$ cat src/rtl/mcu_top.sv
// JTAG-accessible 16 x 32-bit register file. TCK, TMS, TDI and TRST are oversampled by CLK,
// so the TAP and the memory run entirely in the CLK domain.
module mcu_top #(
  parameter logic [31:0] IDCODE_VAL = 32'h4BA00477
) (
  input  logic CLK,
  input  logic RSTN,
  input  logic TCK,
  input  logic TMS,
  input  logic TDI,
  input  logic TRST,
  output logic TDO
);

  localparam logic [3:0] INS_IDCODE = 4'h1;
  localparam logic [3:0] INS_ADDR   = 4'h8;
  localparam logic [3:0] INS_DATA   = 4'h9;

  typedef enum logic [3:0] {
    TLR, RTI,
    SEL_DR, CAP_DR, SH_DR, EX1_DR, PAU_DR, EX2_DR, UPD_DR,
    SEL_IR, CAP_IR, SH_IR, EX1_IR, PAU_IR, EX2_IR, UPD_IR
  } tap_state_t;

  // Bit order of the synchronized bus: {TRST, TDI, TMS, TCK}
  logic [3:0] pin_raw;
  logic [3:0] pin_sync;
  logic       tck_s;
  logic       tms_s;
  logic       tdi_s;
  logic       trst_s;
  logic       tck_prev_reg;
  logic       tck_rise;
  logic       tck_fall;

  tap_state_t  state_reg;
  tap_state_t  state_next;

  logic [3:0]  ir_reg;
  logic [3:0]  ir_shift_reg;
  logic [31:0] dr_shift_reg;
  logic [3:0]  addr_reg;
  logic        tdo_reg;

  logic [31:0] mem [16];
  logic [31:0] mem_rdata_reg;
  logic        mem_we;

  assign pin_raw = {TRST, TDI, TMS, TCK};

  genvar gi;
  generate
    for (gi = 0; gi < 4; gi++) begin : g_sync
      logic s1_reg;
      logic s2_reg;
      always_ff @(posedge CLK) begin
        if (RSTN) begin
          s1_reg <= 1'b0;
          s2_reg <= 1'b0;
        end else begin
          s1_reg <= pin_raw[gi];
          s2_reg <= s1_reg;
        end
      end
      assign pin_sync[gi] = s2_reg;
    end
  endgenerate

  assign tck_s  = pin_sync[0];
  assign tms_s  = pin_sync[1];
  assign tdi_s  = pin_sync[2];
  assign trst_s = pin_sync[3];

  always_ff @(posedge CLK) begin
    if (RSTN) tck_prev_reg <= 1'b0;
    else      tck_prev_reg <= tck_s;
  end

  assign tck_rise = tck_s & ~tck_prev_reg;
  assign tck_fall = ~tck_s & tck_prev_reg;

  // TAP state register: RSTN first, then the synchronized active-low TRST
  always_ff @(posedge CLK) begin
    if (RSTN || !trst_s) state_reg <= TLR;
    else if (tck_rise)   state_reg <= state_next;
  end

  always_comb begin
    state_next = state_reg;
    case (state_reg)
      TLR:     state_next = tms_s ? TLR    : RTI;
      RTI:     state_next = tms_s ? SEL_DR : RTI;
      SEL_DR:  state_next = tms_s ? SEL_IR : CAP_DR;
      CAP_DR:  state_next = tms_s ? EX1_DR : SH_DR;
      SH_DR:   state_next = tms_s ? EX1_DR : SH_DR;
      EX1_DR:  state_next = tms_s ? UPD_DR : PAU_DR;
      PAU_DR:  state_next = tms_s ? EX2_DR : PAU_DR;
      EX2_DR:  state_next = tms_s ? UPD_DR : SH_DR;
      UPD_DR:  state_next = tms_s ? SEL_DR : RTI;
      SEL_IR:  state_next = tms_s ? TLR    : CAP_IR;
      CAP_IR:  state_next = tms_s ? EX1_IR : SH_IR;
      SH_IR:   state_next = tms_s ? EX1_IR : SH_IR;
      EX1_IR:  state_next = tms_s ? UPD_IR : PAU_IR;
      PAU_IR:  state_next = tms_s ? EX2_IR : PAU_IR;
      EX2_IR:  state_next = tms_s ? UPD_IR : SH_IR;
      UPD_IR:  state_next = tms_s ? SEL_DR : RTI;
      default: state_next = TLR;
    endcase
  end

  // Register actions are keyed on the state being left at a TCK rise
  always_ff @(posedge CLK) begin
    if (RSTN) begin
      ir_reg       <= INS_IDCODE;
      ir_shift_reg <= 4'd0;
      dr_shift_reg <= 32'd0;
      addr_reg     <= 4'd0;
      tdo_reg      <= 1'b0;
    end else if (!trst_s) begin
      ir_reg  <= INS_IDCODE;
      tdo_reg <= 1'b0;
    end else begin
      if (state_reg == TLR) ir_reg <= INS_IDCODE;

      if (tck_rise) begin
        case (state_reg)
          CAP_IR: ir_shift_reg <= 4'b0001;
          SH_IR:  ir_shift_reg <= {tdi_s, ir_shift_reg[3:1]};
          UPD_IR: ir_reg <= ir_shift_reg;
          CAP_DR: begin
            case (ir_reg)
              INS_IDCODE: dr_shift_reg <= IDCODE_VAL;
              INS_ADDR:   dr_shift_reg <= {28'd0, addr_reg};
              INS_DATA:   dr_shift_reg <= mem_rdata_reg;
              default:    dr_shift_reg <= 32'd0;
            endcase
          end
          SH_DR: begin
            case (ir_reg)
              INS_IDCODE, INS_DATA: dr_shift_reg <= {tdi_s, dr_shift_reg[31:1]};
              INS_ADDR:             dr_shift_reg[3:0] <= {tdi_s, dr_shift_reg[3:1]};
              default:              dr_shift_reg[0] <= tdi_s;
            endcase
          end
          UPD_DR: begin
            if (ir_reg == INS_ADDR)      addr_reg <= dr_shift_reg[3:0];
            else if (ir_reg == INS_DATA) addr_reg <= addr_reg + 4'd1;
          end
          default: ;
        endcase
      end

      if (tck_fall) begin
        if (state_reg == SH_IR)      tdo_reg <= ir_shift_reg[0];
        else if (state_reg == SH_DR) tdo_reg <= dr_shift_reg[0];
        else                         tdo_reg <= 1'b0;
      end
    end
  end

  assign mem_we = tck_rise && trst_s && (state_reg == UPD_DR) && (ir_reg == INS_DATA);

  // Read port is registered; many CLK cycles separate an address change from the next Capture-DR
  always_ff @(posedge CLK) begin
    if (RSTN) begin
      for (int i = 0; i < 16; i++) mem[i] <= 32'd0;
      mem_rdata_reg <= 32'd0;
    end else begin
      if (mem_we) mem[addr_reg] <= dr_shift_reg;
      mem_rdata_reg <= mem[addr_reg];
    end
  end

  assign TDO = tdo_reg;

endmodule

$ cat config.mk
export PLATFORM = sky130hd
export DESIGN_NAME = mcu_top
export DESIGN_NICKNAME = d
export VERILOG_FILES = /design/src/rtl/mcu_top.sv
export SDC_FILE = /design/constraint.sdc
export NUM_CORES = 1
export LEC_CHECK = 0
export ABC_AREA = 0
export BUFFER_PORTS_ARGS = -buffer_cell sky130_fd_sc_hd__buf_2
export CORE_AREA = 2 2 236 238
export CTS_CLUSTER_DIAMETER = 200
export CTS_CLUSTER_SIZE = 10
export DETAILED_ROUTE_END_ITERATION = 16
export DIE_AREA = 0 0 238 240
export PLACE_DENSITY = 0.67
export SLEW_MARGIN = 20
export SYNTH_ARGS = -nofsm -noshare
export SYNTH_HDL_FRONTEND = slang
export SYNTH_SLANG_ARGS = --single-unit
$ cat constraint.sdc
create_clock -name CLK -period 2.7 [get_ports CLK]
set_input_delay 0.54 -clock CLK [delete_from_list [all_inputs] [get_ports CLK]]
set_output_delay 0.54 -clock CLK [all_outputs]
set_load 0.02 [all_outputs]
==> qor.csv, run 1 <==
stage,metric,value,unit
outcome,status,finished clean,
cts,"Reg clk slew, reported paths",60,ps
floorplan,row cnt,86,
drt,DRC,0,
drt,Via density,5.891,
sta,Sum Neg Setup Slack,0,ps
final_layout,Area growth syn-to-layout,11.88,%
floorplan,Starting Density,49.26,%
final_layout,share of cells above drive strength 1,18.55,%
drt,wl on met1,26.25,mm
drt,Vias,14976,
final_layout,fill count,4278,
sta,Slew headroom,37.71,%
synth,Yosys cell types,55,
sta,RSZ-0062 raised after global routing,no,
final_layout,design area,30120,sq um
cts,CTS tree,done,
sta,Final setup viols,0,
drt,Routed WL,64.78,mm
final_layout,final std cells w/o fill,2542,
drt,top routing layer in use,met4,
place,Port Buffers,6,
sta,Fin. Hold Viols,0,
global_routing,grt total ovfl,0,
final_layout,"commonest non-fill, non-tap cells in the layout","513 x and2_1, 512 x edfxtp_1, 128 x mux4_2",
cts,clock buffer count from CTS,70,
power_and_ir_drop,Power Density,653.4,nW/um^2
final_layout,"commonest non-fill, non-tap cell in the layout",and2_1,
cts,post-cts resize count,0,
synth,ys flop type,edfxtp_1,
min_path,Hold WC Path Type,in -> reg,
floorplan,die area,57120,sq um
power_and_ir_drop,Peak supply drop,413.5,uV
synth,Avg Inst Size Synth,14.92,sq um
cts,htree depth,3,
drt,DR WL/cell,25.48,um
drt,DR iter-0 viols,1402,
floorplan,core area,54660,sq um
cts,Clock Sinks,602,
cts,Clock Latency Late Sink,620,ps
global_routing,largest net degree at the start of global routing,108,
setup_path,worst setup path class,reg -> reg,
setup_path,CP arrival,2950,ps
synth,Async SR Flop Fraction,0,%
floorplan,Die Height,240,um
synth,Post-Syn Area,26920,sq um
sta,final slew viol count,0,
synth,number of enable flip-flop cells after synthesis,512,
cts,clock buffer depth,3,
global_routing,initial antenna violation count,1,
place,DP HPWL,37.60,mm
drt,met2 routed WL,32.48,mm
setup_path,"critical path fanouts, max",32,
synth,Post-Syn Nets,1814,
power_and_ir_drop,Pleak,9.877,nW
global_routing,number of global-route vias before repair,15318,
cts,setup bufs post-CTS,0,
sta,final hold slack,160.5,ps
job,max-cap violations,0,
floorplan,Die X,238,um
global_routing,gr usage total,23.26,%
sta,Max Clock Skew,32.17,ps
drt,met3 wire length,4.240,mm
final_layout,Largest register FFs,512,
synth,Mapped Cells,1804,
place,Post-DP Area,28140,sq um
setup_path,Worst Path Required,3160,ps
cts,hold buffers post-CTS,0,
setup_path,Worst Setup End Kind,flip-flop,
synth,post-synthesis sequential area ratio,63.79,%
floorplan,I/O pin cnt,7,
sta,max frequency,401.1,MHz
setup_path,crit start category,flip-flop,
final_layout,Antenna Cells,0,
final_layout,nets,1808,
sta,Tcrit/Tclk final,92.34,%
sta,min cycle time layout,2493,ps
drt,drt pass-1 iters,5,
synth,#FFs+latches synth,602,
global_routing,first-pass GRT wire length,97.88,mm
place,cell count after placement,2430,
synth,Syn. warnings,0,
sta,Least-Margin Pin Slew,933.1,ps
cts,root buf cell,clkbuf_16,
place,RePlAce Congestion,0.8150,
drt,remaining antenna violation count,0,
power_and_ir_drop,overall power,0.01968,W
routing by layer:
layer / up-vias / global-route usage [%]
met4: 0 / 8.163
met1: 7668 / 30.57
li1: 6677 / -
met2: 537 / 39.28
met3: 94 / 4.041
met5: - / 0
cell usage after synthesis (2+ instances only):
| library cell | number | area, sq um |
|---|---|---|
| a211oi_1 | 31 | 232.7 |
| a21oi_1 | 59 | 295.3 |
| a22oi_1 | 19 | 142.6 |
| a311oi_1 | 2 | 17.52 |
| a31oi_1 | 5 | 31.28 |
| and2_1 | 513 | 3209 |
| buf_1 | 9 | 33.78 |
| buf_2 | 14 | 70.07 |
| buf_6 | 3 | 33.78 |
| clkbuf_1 | 94 | 352.8 |
| clkbuf_2 | 45 | 225.2 |
| dfxtp_1 | 90 | 1802 |
| edfxtp_1 | 512 | 15370 |
| ha_1 | 4 | 50.05 |
| inv_1 | 16 | 60.06 |
| mux2i_1 | 66 | 660.6 |
| mux4_2 | 128 | 2883 |
| nand2_1 | 17 | 63.81 |
| nand2b_1 | 11 | 68.82 |
| nand3_1 | 6 | 30.03 |
| nand3b_1 | 3 | 22.52 |
| nor2_1 | 5 | 18.77 |
| nor2b_1 | 21 | 131.4 |
| nor3_1 | 16 | 80.08 |
| nor4_1 | 3 | 18.77 |
| nor4_4 | 15 | 319.1 |
| nor4b_1 | 3 | 26.28 |
| o211ai_1 | 4 | 30.03 |
| o21ai_0 | 5 | 25.02 |
| o221ai_1 | 2 | 17.52 |
| o22ai_1 | 33 | 206.5 |
| o31ai_1 | 4 | 30.03 |
| or2_2 | 19 | 118.9 |
| or3_1 | 2 | 12.51 |
| or3b_2 | 2 | 17.52 |
| or4_1 | 2 | 15.01 |
| xnor2_1 | 3 | 26.28 |
critical path, cell delays in order (launching register included):
cell and delay [ps]:
dfxtp_1 330, or3b_4 400, or4_4 440, buf_12 210
nor4_4 290, buf_4 450, and2_1 210
area by class of cell:
class                      instances  area [sq um]  share of cell area (%)
clock inverter                     8         107.6                  0.3572
inverter                          16         60.06                  0.1994
clock buffer                     104          1879                   6.239
timing repair buffer              87          1001                   3.323
sequential                       602         17190                   57.06
multi-input combinational       1021          9006                   29.90
tap                              704         880.8                   2.924
worst paths after layout:
| path | from | end | slack [ps] | cells past startpoint |
|---|---|---|---|---|
| max reg2reg | ir_reg[3]$_SDFF_PP0_ | mem[14][6]$_SDFFCE_PN0P_ | 210 | 6 |
| max | ir_reg[3]$_SDFF_PP0_ | mem[14][6]$_SDFFCE_PN0P_ | 210 | 6 |
| min reg2reg | g_sync[1].s1_reg$_SDFF_PP0_ | g_sync[1].s2_reg$_SDFF_PP0_ | 440 | 1 |
| min | TDI | g_sync[2].s1_reg$_SDFF_PP0_ | 160 | 2 |
kinds of logic after synthesis:
kind of cell	count (synthesis)	synth area share, %
and+or+nand+nor	645	15.69
AOI/OAI and AO/OA	174	4.145
muxes	195	13.20
DFF	602	63.79
adders and majority gates	4	0.1859
xor gates and xnor gates	3	0.09761
buffers and inverters	181	2.881
power by group:
| part | internal [W] | switching (W) |
|---|---|---|
| clock | 0.00482 | 0.00368 |
| combinational | 0.000241 | 0.000355 |
| sequential | 0.0105 | 0.000111 |
| total | 0.0155 | 0.00415 |
stage by stage:
stage,util (%),setup WS (ps)
after floorplan,-,32.27
after CTS,55.11,228.1
after global routing,55.11,135.3
final,55.11,206.7
after global placement,51.47,263.0
after detailed placement,51.47,250.0
(Power assumes the default switching activity.)
==> inputs of run 2 (changes only) <==
--- a/config.mk
+++ b/config.mk
@@ -5,14 +5,14 @@
 export SDC_FILE = /design/constraint.sdc
 export NUM_CORES = 1
 export LEC_CHECK = 0
-export ABC_AREA = 0
 export BUFFER_PORTS_ARGS = -buffer_cell sky130_fd_sc_hd__buf_2
-export CORE_AREA = 2 2 236 238
+export CORE_AREA = 4 4 238 240
 export CTS_CLUSTER_DIAMETER = 200
 export CTS_CLUSTER_SIZE = 10
 export DETAILED_ROUTE_END_ITERATION = 16
-export DIE_AREA = 0 0 238 240
+export DIE_AREA = 0 0 242 244
 export PLACE_DENSITY = 0.67
+export SETUP_SLACK_MARGIN = 0.5
 export SLEW_MARGIN = 20
 export SYNTH_ARGS = -nofsm -noshare
 export SYNTH_HDL_FRONTEND = slang
==> run 2 against run 1 <==
Total power is 1.1% higher; largest power group unchanged; wire length increased by 19%; die area is 3.4% higher; largest cell class unchanged; count of clock-buffer cells in the layout is 6 lower; utilization is 5.2 points higher; highest routed layer unchanged; non-clock buffer count up 128; critical path depth unchanged; via count grew 9.2%; cell area is 9.5% higher; clock skew fell by 8.6 ps; hold slack better by 13 ps.
==> qor.csv, run 2 (synthesis gave the netlist of run 1 again) <==
stage,metric,value,unit
outcome,status,finished clean,
setup_path,"critical path fanouts, max",22,
drt,remaining antenna violation count,0,
sta,Least-Margin Pin Slew,758.0,ps
sta,Final setup viols,0,
cts,CTS tree,done,
place,RePlAce Congestion,0.7979,
cts,clock buffer depth,3,
drt,Routed WL,76.96,mm
global_routing,initial antenna violation count,7,
sta,Tcrit/Tclk final,92.28,%
final_layout,"commonest non-fill, non-tap cell in the layout",edfxtp_1,
cts,Clock Sinks,602,
setup_path,reg-to-reg endpoint,mem[3][20]$_SDFFCE_PN0P_,
cts,root buf cell,clkbuf_16,
drt,DRC,0,
setup_path,Worst Path Required,2980,ps
place,Post-DP Area,28170,sq um
cts,clock buffer count from CTS,70,
drt,DR WL/cell,28.87,um
final_layout,final std cells w/o fill,2666,
setup_path,worst setup path class,reg -> reg,
setup_path,FF-to-FF path depth,6,
global_routing,largest net degree at the start of global routing,74,
sta,Worst Slack Setup Final,208.5,ps
setup_path,reg2reg start,ir_reg[2]$_SDFF_PP0_,
floorplan,core area,54660,sq um
drt,Via density,6.134,
place,cell count after placement,2431,
floorplan,die area,59050,sq um
setup_path,CP arrival,2770,ps
setup_path,worst setup path startpoint,ir_reg[2]$_SDFF_PP0_,
setup_path,Worst Setup End Kind,flip-flop,
sta,Fin. Hold Viols,0,
power_and_ir_drop,Peak supply drop,537.7,uV
sta,Sum Neg Setup Slack,0,ps
power_and_ir_drop,Pleak,11.17,nW
final_layout,share of cells above drive strength 1,27.38,%
final_layout,design area,32980,sq um
place,Place WS,225.0,ps
drt,drt pass-1 iters,7,
global_routing,number of global-route vias before repair,15975,
cts,"Reg clk slew, reported paths",60,ps
sta,max frequency,401.4,MHz
power_and_ir_drop,Power Density,603.1,nW/um^2
drt,DR iter-0 viols,1905,
sta,final slew viol count,0,
floorplan,I/O pin cnt,7,
global_routing,first-pass GRT wire length,103.5,mm
sta,Slew headroom,49.40,%
floorplan,row cnt,86,
final_layout,Area growth syn-to-layout,22.50,%
setup_path,r2r setup slk,210,ps
floorplan,Die Height,244,um
global_routing,grt total ovfl,0,
place,DP HPWL,36.95,mm
final_layout,"commonest non-fill, non-tap cells in the layout","512 x edfxtp_1, 449 x and2_1, 128 x mux4_2",
sta,min cycle time layout,2491,ps
sta,RSZ-0062 raised after global routing,yes,
setup_path,crit start category,flip-flop,
global_routing,gr usage total,23.42,%
place,Port Buffers,6,
min_path,hold wc startpoint,TDI,
min_path,Hold WC Path Type,in -> reg,
cts,htree depth,3,
final_layout,nets,1937,
power_and_ir_drop,overall power,0.01989,W
sta,Max Clock Skew,23.58,ps
drt,Vias,16354,
floorplan,Starting Density,49.26,%
cts,Clock Latency Late Sink,600,ps
final_layout,Largest register FFs,512,
setup_path,worst setup path endpoint,mem[3][20]$_SDFFCE_PN0P_,
floorplan,Die X,242,um
job,max-cap violations,0,
==> run 2: cell count changes in the layout (fill, tap and decap cells not counted), sizes merged <==
| cell | change |
|---|---|
| diode | +1 |
| or4 | +1 |
| inv | +2 |
| buf | +98 |
| clkbuf | +23 |
| bufbuf | +1 |
| clkinv | -2 |
==> run 2: what timing repair did <==
item,CTS,global route
pin swaps,13,9
setup buffers,46,18
gates cloned,23,41
hold buffers,0,0
gates resized for setup,88,113
endpoints found under the setup margin,1024,1044
==> run 2: where the power goes <==
group          leakage [nW]  total [W]  switching, W  internal, W
sequential             5.60     0.0106      0.000119       0.0105
combinational          4.63   0.000849      0.000432     0.000417
clock                 0.944    0.00845       0.00366      0.00479
total                  11.2     0.0199       0.00421       0.0157
==> run 2: cell type report <==
cell class,count,area (sq um)
Timing Repair Buffer,215,3660
Inverter,16,60.06
Multi-Input combinational cell,1022,9229
Fill cell,3926,21680
Antenna cell,1,2.502
Tap cell,704,880.8
Sequential cell,602,17190
Clock buffer,98,1857
Clock inverter,8,103.9
==> run 2: metal layers <==
| layer | up-vias | part of all wire [%] | global-route usage (%) |
|---|---|---|---|
| met4 | 0 | 3.6 | 9.954 |
| met3 | 147 | 9.8 | 3.520 |
| met1 | 8311 | 39 | 32.26 |
| li1 | 6970 | - | - |
| met2 | 926 | 48 | 37.69 |
| met5 | - | 0 | 0 |
==> run 2: per-stage QoR <==
stage	hold slack, ps	utilization, %
after floorplan	413.8	-
final	173.1	60.34
after global placement	432.2	51.54
after global routing	153.0	60.33
after detailed placement	433.9	51.54
after CTS	138.4	57.77
==> run 2: worst min path at each step <==
stage / cells past startpoint / endpoint / slack [ps]
CTS: 2 / g_sync[2].s1_reg$_SDFF_PP0_ / 140
floorplan: 1 / g_sync[0].s2_reg$_SDFF_PP0_ / 410
global route: 2 / g_sync[3].s1_reg$_SDFF_PP0_ / 150
detailed placement: 1 / g_sync[3].s2_reg$_SDFF_PP0_ / 430
finish: 2 / g_sync[2].s1_reg$_SDFF_PP0_ / 170
global placement: 1 / g_sync[0].s2_reg$_SDFF_PP0_ / 430
==> run 2: critical path, stage by stage (launching register included) <==
cell     delay (ps)
dfxtp_2         320
or3b_4          420
or4_4           540
buf_12          190
nor4_4          240
or2_4           220
buf_12          190
==> inputs of run 3 (changes only) <==
==> constraint.sdc (replaced) <==
create_clock -name CLK -period 2.7 [get_ports CLK]
set_input_delay 0 -clock CLK [delete_from_list [all_inputs] [get_ports CLK]]
set_output_delay 0 -clock CLK [all_outputs]
set_load 0.02 [all_outputs]
==> run 3 against run 2 <==
Register-to-register slack about the same; cell count increased by 0.64%; non-clock buffer count decreased by 8; total power increased by 1.6%; die area unchanged; cell area decreased by 0.30%; combinational power decreased by 1%; critical endpoint is now mem[11][24]$_SDFFCE_PN0P_; highest routed layer is now met5.
==> qor.csv, run 3 (synthesis gave the netlist of run 1 again) <==
stage,metric,value,unit
outcome,status,finished clean,
final_layout,nets,1930,
sta,min cycle time layout,2489,ps
global_routing,M1 GR Usage,31.85,%
global_routing,met2 Track Usage GR,37.50,%
cts,htree depth,3,
final_layout,Area growth syn-to-layout,22.14,%
floorplan,core area,54660,sq um
final_layout,"commonest non-fill, non-tap cell in the layout",edfxtp_1,
cts,clock buffer depth,3,
setup_path,Worst Setup End Kind,flip-flop,
cts,Clock Sinks,602,
cts,root buf cell,clkbuf_16,
drt,DR WL/cell,28.71,um
power_and_ir_drop,Peak supply drop,372.9,uV
power_and_ir_drop,Power Density,614.7,nW/um^2
drt,drt pass-1 iters,7,
global_routing,largest net degree at the start of global routing,71,
min_path,hold depth,4,
setup_path,crit start category,flip-flop,
cts,"Reg clk slew, reported paths",60,ps
min_path,WHS Endpoint,tck_prev_reg$_SDFF_PP0_,
min_path,hold wc startpoint,RSTN,
cts,CTS tree,done,
place,RePlAce Congestion,0.8028,
drt,DRC,0,
global_routing,number of global-route vias before repair,15791,
floorplan,Die Height,244,um
sta,Tcrit/Tclk final,92.18,%
floorplan,Starting Density,49.26,%
setup_path,Worst Path Required,3020,ps
setup_path,"critical path fanouts, max",12,
sta,Least-Margin Pin Slew,857.5,ps
place,DP HPWL,36.09,mm
sta,Sum Neg Setup Slack,0,ps
drt,Routed WL,77.04,mm
drt,DR iter-0 viols,1916,
setup_path,FF-to-FF path depth,7,
sta,Slew headroom,42.75,%
sta,max frequency,401.8,MHz
setup_path,reg-to-reg endpoint,mem[11][24]$_SDFFCE_PN0P_,
place,Post-DP Area,27960,sq um
place,Port Buffers,6,
sta,final slew viol count,0,
global_routing,initial antenna violation count,7,
setup_path,worst setup path class,reg -> reg,
final_layout,design area,32890,sq um
floorplan,die area,59050,sq um
sta,final hold slack,414.8,ps
global_routing,first-pass GRT wire length,104.0,mm
sta,RSZ-0062 raised after global routing,yes,
setup_path,CP arrival,2810,ps
sta,Fin. Hold Viols,0,
global_routing,gr busiest metal,met2,
cts,clock buffer count from CTS,70,
final_layout,Largest register FFs,512,
final_layout,share of the core filled with cells,60.16,%
sta,Max Clock Skew,32.55,ps
job,max-cap violations,0,
place,Place WS,168.4,ps
global_routing,GR Util met3,5.066,%
power_and_ir_drop,Pleak,11.13,nW
drt,Via density,6.067,
sta,Worst Slack Setup Final,211.0,ps
setup_path,reg2reg start,ir_reg[2]$_SDFF_PP0_,
sta,Final setup viols,0,
floorplan,I/O pin cnt,7,
drt,Vias,16278,
global_routing,grt total ovfl,0,
final_layout,share of cells above drive strength 1,25.58,%
cts,Clock Latency Late Sink,630,ps
min_path,Hold WC Path Type,in -> reg,
final_layout,"commonest non-fill, non-tap cells in the layout","512 x edfxtp_1, 464 x and2_1, 128 x mux4_2",
floorplan,Die X,242,um
drt,remaining antenna violation count,0,
floorplan,row cnt,86,
setup_path,r2r setup slk,210,ps
global_routing,gr usage total,23.53,%
-- run 3: cell count changes in the layout (fill, tap and decap cells not counted), moves of 5 or more --
cell	before	now
clkbuf_1	28	52
and2_1	449	464
and2_4	64	49
buf_12	73	58
dlygate4sd3_1	0	9
buf_8	7	2
bufbuf_16	1	6
-- run 3: layer usage --
layer	vias up	wire length [um]
met4	2	3033
met1	8309	30010
met5	-	13
li1	6942	-
met2	858	37050
met3	167	6935
-- run 3: through the flow --
| step | power, W | instances |
|---|---|---|
| after detailed placement | 0.01137 | 2420 |
| after global placement | 0.01134 | 2420 |
| final | 0.02022 | 2683 |
| after floorplan | 0.01108 | 1804 |
| after global routing | 0.02079 | 2682 |
| after CTS | 0.02015 | 2628 |
-- run 3: worst max-delay path, stage by stage (launching register included) --
cell	delay, ps
dfxtp_2	330
or3b_4	420
or4_4	510
buf_12	180
nor4_4	140
buf_4	190
or2_4	200
clkbuf_16	200
-- run 3: worst max path at each step --
stage / start / end / depth (start not counted)
3_3_place_gp: ir_reg[3]$_SDFF_PP0_ / mem[12][12]$_SDFFCE_PN0P_ / 4
6_report: ir_reg[2]$_SDFF_PP0_ / mem[11][24]$_SDFFCE_PN0P_ / 7
4_1_cts: ir_reg[2]$_SDFF_PP0_ / mem[11][22]$_SDFFCE_PN0P_ / 6
2_1_floorplan: ir_reg[2]$_SDFF_PP0_ / mem[10][0]$_SDFFCE_PN0P_ / 6
5_1_grt: ir_reg[2]$_SDFF_PP0_ / mem[11][24]$_SDFFCE_PN0P_ / 7
3_5_place_dp: ir_reg[3]$_SDFF_PP0_ / mem[12][12]$_SDFFCE_PN0P_ / 4
-- run 3: repair_timing --
item                                   in CTS  in global routing
gates cloned                               23                 40
resized for setup                          95                 86
endpoints found under the hold margin      49                  0
buffers inserted                           46                 14
pin swaps                                   6                 14
setup endpoints to repair                1027               1062
hold buffers                                9                  0
-- run 3: final cells by class --
cell class	count	area, sq um
fill	3934	21780
sequential	602	17190
multi-input combinational	1023	9195
timing repair buffer	207	3486
clock buffer	123	1972
tap	704	880.8
clock inverter	7	98.84
inverter	16	60.06
antenna	1	2.502
-- run 3: where the power goes --
| part | switching [W] | internal [W] |
|---|---|---|
| Combinational | 0.000438 | 0.000401 |
| Clock | 0.00379 | 0.00499 |
| Sequential | 0.000129 | 0.0105 |
| Total | 0.00435 | 0.0159 |
